--- src/rtl/iomem_router_pkg.sv ---
// Shared types and defaults for the iomem slot router.
package iomem_router_pkg;

  typedef enum logic [1:0] {
    StIdle,
    StActive,
    StResp
  } state_e;

  localparam int unsigned SLOT_W            = 4;
  localparam logic [31:0] ERR_RDATA_DEFAULT = 32'hFFFF_FFFF;
  localparam logic [7:0]  REGION_DEFAULT    = 8'h03;

endpackage

--- src/rtl/iomem_timeout_ctr.sv ---
// Cycle counter that flags the LIMIT-th consecutive enabled cycle since the last clear.
module iomem_timeout_ctr #(
  parameter int unsigned LIMIT = 255
) (
  input  logic clk,
  input  logic resetn,
  input  logic clr,
  input  logic en,
  output logic expired
);

  logic [15:0] cnt_q, cnt_d;

  always_comb begin
    cnt_d = cnt_q;
    if (clr) begin
      cnt_d = '0;
    end else if (en) begin
      cnt_d = cnt_q + 16'd1;
    end
  end

  // Count holds LIMIT-1 during the LIMIT-th waiting cycle.
  assign expired = en && (cnt_q == 16'(LIMIT - 1));

  always_ff @(posedge clk or negedge resetn) begin
    if (!resetn) begin
      cnt_q <= '0;
    end else begin
      cnt_q <= cnt_d;
    end
  end

endmodule

--- src/rtl/iomem_router.sv ---
// Routes the PicoSoC iomem bus to one of NUM_SLOTS peripheral slots in a single address region.
// Optional watchdog on hung slots: define IOMEM_ROUTER_TIMEOUT_EN.
module iomem_router
  import iomem_router_pkg::*;
#(
  parameter int unsigned NUM_SLOTS      = 4,
  parameter logic [7:0]  REGION         = REGION_DEFAULT,
  parameter int unsigned TIMEOUT_CYCLES = 255,
  parameter logic [31:0] ERR_RDATA      = ERR_RDATA_DEFAULT
) (
  input  logic                    clk,
  input  logic                    resetn,
  input  logic                    iomem_valid,
  output logic                    iomem_ready,
  input  logic [3:0]              iomem_wstrb,
  input  logic [31:0]             iomem_addr,
  input  logic [31:0]             iomem_wdata,
  output logic [31:0]             iomem_rdata,
  output logic [NUM_SLOTS-1:0]    s_valid,
  input  logic [NUM_SLOTS-1:0]    s_ready,
  output logic [3:0]              s_wstrb,
  output logic [31:0]             s_addr,
  output logic [31:0]             s_wdata,
  input  logic [32*NUM_SLOTS-1:0] s_rdata,
  input  logic                    err_clr,
  output logic                    err,
  output logic [31:0]             err_addr
);

  state_e            state_q, state_d;
  logic [SLOT_W-1:0] slot_q, slot_d;
  logic [31:0]       addr_q, addr_d;
  logic [31:0]       wdata_q, wdata_d;
  logic [3:0]        wstrb_q, wstrb_d;
  logic [31:0]       rdata_q, rdata_d;
  logic              err_q, err_d;
  logic [31:0]       err_addr_q, err_addr_d;

  logic              sel_ready;
  logic [31:0]       sel_rdata;
  logic              accept;
  logic              new_err;
  logic              ctr_en;
  logic              expired;

  // Slot mux and one-hot request; slot_q is always mapped while ACTIVE.
  always_comb begin
    sel_ready = 1'b0;
    sel_rdata = '0;
    s_valid   = '0;
    for (int i = 0; i < NUM_SLOTS; i++) begin
      if (slot_q == SLOT_W'(i)) begin
        sel_ready  = s_ready[i];
        sel_rdata  = s_rdata[32*i +: 32];
        s_valid[i] = (state_q == StActive);
      end
    end
  end

  always_comb begin
    state_d    = state_q;
    slot_d     = slot_q;
    addr_d     = addr_q;
    wdata_d    = wdata_q;
    wstrb_d    = wstrb_q;
    rdata_d    = rdata_q;
    err_addr_d = err_addr_q;
    accept     = 1'b0;
    new_err    = 1'b0;
    ctr_en     = 1'b0;
    unique case (state_q)
      StIdle: begin
        if (iomem_valid && !iomem_ready && (iomem_addr[31:24] == REGION)) begin
          accept  = 1'b1;
          addr_d  = iomem_addr;
          wdata_d = iomem_wdata;
          wstrb_d = iomem_wstrb;
          slot_d  = iomem_addr[23:20];
          if (32'(iomem_addr[23:20]) < NUM_SLOTS) begin
            state_d = StActive;
          end else begin
            new_err    = 1'b1;
            err_addr_d = iomem_addr;
            state_d    = StResp;
          end
        end
      end
      StActive: begin
        ctr_en = !sel_ready;
        if (sel_ready) begin
          rdata_d = sel_rdata;
          state_d = StResp;
        end else if (expired) begin
          new_err    = 1'b1;
          err_addr_d = addr_q;
          state_d    = StResp;
        end
      end
      StResp: state_d = StIdle;
      default: state_d = StIdle;
    endcase
    if (new_err) begin
      rdata_d = ERR_RDATA;
    end
    // A new error outranks a simultaneous clear.
    err_d = err_q;
    if (new_err) begin
      err_d = 1'b1;
    end else if (err_clr) begin
      err_d = 1'b0;
    end
  end

`ifdef IOMEM_ROUTER_TIMEOUT_EN
  iomem_timeout_ctr #(
    .LIMIT(TIMEOUT_CYCLES)
  ) u_timeout_ctr (
    .clk    (clk),
    .resetn (resetn),
    .clr    (accept),
    .en     (ctr_en),
    .expired(expired)
  );
`else
  logic unused_timeout;
  assign unused_timeout = ^{TIMEOUT_CYCLES, ctr_en};
  assign expired        = 1'b0;
`endif

  always_ff @(posedge clk or negedge resetn) begin
    if (!resetn) begin
      state_q    <= StIdle;
      slot_q     <= '0;
      addr_q     <= '0;
      wdata_q    <= '0;
      wstrb_q    <= '0;
      rdata_q    <= '0;
      err_q      <= 1'b0;
      err_addr_q <= '0;
    end else begin
      state_q    <= state_d;
      slot_q     <= slot_d;
      addr_q     <= addr_d;
      wdata_q    <= wdata_d;
      wstrb_q    <= wstrb_d;
      rdata_q    <= rdata_d;
      err_q      <= err_d;
      err_addr_q <= err_addr_d;
    end
  end

  assign iomem_ready = (state_q == StResp);
  assign iomem_rdata = rdata_q;
  assign s_addr      = addr_q;
  assign s_wdata     = wdata_q;
  assign s_wstrb     = wstrb_q;
  assign err         = err_q;
  assign err_addr    = err_addr_q;

endmodule

--- config.mk ---
export PLATFORM = sky130hd
export DESIGN_NAME = iomem_router
export DESIGN_NICKNAME = d
export VERILOG_FILES = /design/src/rtl/iomem_router_pkg.sv /design/src/rtl/iomem_timeout_ctr.sv /design/src/rtl/iomem_router.sv
export SDC_FILE = /design/constraint.sdc
export NUM_CORES = 1
export LEC_CHECK = 0
export ABC_AREA = 1
export CORE_MARGIN = 10
export CORE_UTILIZATION = 40
export CTS_BUF_LIST = sky130_fd_sc_hd__clkbuf_16
export DETAILED_ROUTE_END_ITERATION = 8
export GPL_TIMING_DRIVEN = 0
export PLACE_DENSITY = 0.81
export SETUP_SLACK_MARGIN = 0.05
export SLEW_MARGIN = 0
export SYNTH_ARGS = -nofsm -noshare
export SYNTH_HDL_FRONTEND = slang
export SYNTH_SLANG_ARGS = --single-unit
--- constraint.sdc ---
create_clock -name clk -period 1.7 [get_ports clk]
set_input_delay 0.425 -clock clk [delete_from_list [all_inputs] [get_ports clk]]
set_output_delay 0.425 -clock clk [all_outputs]
set_load 0.05 [all_outputs]
==> run metrics <==
fraction of the mapped netlist area in simple logic gates=0.304; headroom to the max-slew limit=0.662; antenna viol nets, final=0; launch instance of the worst register-to-register path=state_q[1]$_DFFE_PN0P_; data arrival time of the critical path=1640 ps; synthesized netlist net count=1016; final clock skew=4.73 ps; static leakage=0.00550 µW; area delta synth->final=78.5%; Worst Max-Slew Pin Slew=508 ps; number of cells on the worst reg-to-reg path=9; count leader, synth=nand3_1; endpoint with the worst hold slack=err_addr[24]$_DFFE_PN0P_; Crit path largest cell delay=420 ps; Fill cells=1184; area share of xor/xnor cells in the synthesized design=0; required time at the worst-slack endpoint=1270 ps; cell at the root of the clock tree=clkbuf_16; pin count of the biggest net entering global routing=87; clock period minus worst slack=2060 ps; Worst Hold Depth=2; Fin Hold WS=462 ps; worst skew pair latency=420 ps; Std-Cell Core Area=15800 µm²; antenna violations before repair=3; unique cell type count in the Yosys netlist=21; count of routing violations after the opening detailed-route iteration=421; number of buffers created by CTS=17; First-pass DRT Iterations=5; worst hold path class=reg -> reg; category of the worst setup path capture point=primary output; total power density per cell area=802 nW/µm²; chip height=147 µm; nature of the critical path startpoint=flip-flop; share of synthesized cell area in full adder, half adder and majority cells=0; capturing point of the worst reg2reg path=iomem_rdata[1]$_DFFE_PN0P_; crit path buf inv count=3; CP delay by family, top=buffers and inverters; post-synthesis cell type with the largest combined area=dfrtp_1; RePlAce Congestion=0.902; final WL=30100 µm; dpl ws=-937 ps; number of levels the H-tree was split into=4; wire length of the first global-routing pass=45600 µm; Seq/Total Area, Yosys=0.523; remaining global-route overflow=0; Worst Hold Launch=err_addr[24]$_DFFE_PN0P_; average cell area after synthesis=7.95 µm²; synthesized flop and latch total=135; YS warnings=0; count of mapped cells out of synthesis=812; overall die area=21600 µm²; max-cap check violation count=0; CTS clk-pin slew, worst paths=60 ps; cell area after synthesis=6460 µm²; detailed-placement wirelength estimate=22600 µm; routed wire length per instance=21.0 µm; post-layout net count=1407; count of final max-slew check failures=0; violated checks=setup timing; largest family of logic cells by synthesized area=simple AND/OR/NAND/NOR gates; TritonCTS Sinks=135; setup repair after global routing missed its margin=true; FFs w/ async S/R, synth=1.00; final setup fails=62; maximum achievable frequency=484 MHz; portion of netlist area occupied by mux cells=0; flip-flop cell with the highest count after synthesis=dfrtp_1; DRC errors left=0; Setup Crit Path Kind=reg -> out; overall via count from detail_route=7350; DP Cell Count=1370; Worst IR Drop VDD=604 µV; placement row count=46; top fanout value on the critical path=4; number of enable-type register cells in the synthesized netlist=0; worst path setup slack after routing=-365 ps; num ports=342; Die Wd=147 µm; Hold Violations, Final=0; Final Cycle Share=1.21; largest buffer count on any clock path=2; effective utilization at floorplan=0.408; top-area cell type share of the netlist area=0.523; Total Power Consumption=9240 µW; Post-Layout Cell Count=1434; overall global routing resource usage=0.272; setup TNS after final layout=-3710 ps; slack of the worst reg-to-reg path=-100 ps; Area contributors post-synth=dfrtp_1 (52%), nand3_1 (15%), nand2_1 (9.2%); result of the run=complete, but fails checks; share of cells above drive strength 1=0.240; worst path cell trace=nor2_4, buf_8, clkinvlp_4, nor2_4, buf_8; mean number of vias per cell=5.13; number of global-route vias before repair=7736; share of the synthesized area in compound gates (AO/OA/AOI/OAI)=0.0696; clock tree from TritonCTS=yes; cell types with the highest counts after synthesis=nand3_1 (199), nand2_1 (159), dfrtp_1 (135); slowest CP cell=dfrtp_2; count of input and output buffers=341
-- state kept, by name, summed over array words and instances (netlist names) --
| register | flops |
|---|---|
| err | 1 |
| err_addr | 32 |
| iomem_rdata | 32 |
| s_addr | 29 |
| s_wdata | 32 |
| s_wstrb | 4 |
| slot_q | 3 |
| state_q | 2 |
-- kinds of logic after synthesis --
family	after synthesis
flip-flops	135
AND/OR/NAND/NOR	427
AO/OA/AOI/OAI	89
buffers and inverters	161
-- placed cells by master, fill, tap and decap left out, types with 9 or more instances in the layout --
master,instances
buf_2,25
buf_4,27
buf_6,17
buf_8,10
clkbuf_16,17
clkbuf_2,9
clkdlybuf4s15_2,116
clkdlybuf4s50_1,202
dfrtp_1,130
inv_1,98
nand2_1,152
nand3_1,196
nand4_1,21
nor2_1,32
nor2_4,10
o21ai_0,65
o21ai_1,20
-- report_power, final --
part	leakage (µW)	internal, µW	total (µW)	switching, µW
clock network	0.000270	2040	3580	1540
registers	0.00183	3370	3470	99.0
logic	0.00340	912	2190	1280
total	0.00550	6330	9240	2920
-- tightest hold or removal path: stages (launching register included) --
cell	delay, ps
dfrtp_1	340
inv_1	40
nand2_1	50
-- metal layers --
| layer | global-route usage | part of all wire | up-vias |
|---|---|---|---|
| met5 | 0 | 0.00067 | - |
| met3 | 0.132 | 0.12 | 57 |
| li1 | - | - | 3434 |
| met4 | 0.106 | 0.033 | 2 |
| met2 | 0.456 | 0.49 | 391 |
| met1 | 0.289 | 0.36 | 3466 |
-- per-stage QoR --
step,instance area [µm²],util
6_report,11500,0.728
5_1_grt,11500,0.728
4_1_cts,11400,0.722
3_5_place_dp,10300,0.649
3_3_place_gp,10200,0.648
2_1_floorplan,6570,-
-- final cells by class --
| class | count | area [µm²] | area share |
|---|---|---|---|
| Antenna cell | 2 | 5.00 | 0.000434 |
| Sequential cell | 135 | 3390 | 0.294 |
| Multi-Input combinational cell | 516 | 2550 | 0.221 |
| Clock buffer | 17 | 425 | 0.0369 |
| Timing Repair Buffer | 372 | 3860 | 0.335 |
| Buffer | 58 | 488 | 0.0423 |
| Inverter | 103 | 390 | 0.0339 |
| Tap cell | 216 | 270 | 0.0235 |
| Clock inverter | 15 | 140 | 0.0122 |
-- what timing repair did --
item                                    CTS  global route
endpoints found under the setup margin  272           152
buffers inserted                         17             9
hold buffers                              1             0
gates cloned                              3             0
pin swaps                                10             6
gates resized for setup                 527            46
endpoints found under the hold margin    49             0
-- how the worst max path moves through the flow --
stage / end / start / cells after the start
4_1_cts: s_valid[3] / state_q[0]$_DFFE_PN0P_ / 6
2_1_floorplan: s_valid[0] / slot_q[2]$_DFFE_PN0P_ / 5
3_5_place_dp: s_valid[3] / state_q[1]$_DFFE_PN0P_ / 5
3_3_place_gp: slot_q[0]$_DFFE_PN0P_ / resetn / 1
5_1_grt: s_valid[3] / slot_q[2]$_DFFE_PN0P_ / 6
6_report: s_valid[3] / state_q[1]$_DFFE_PN0P_ / 5
Note: power is estimated with default switching activity, not from simulation.
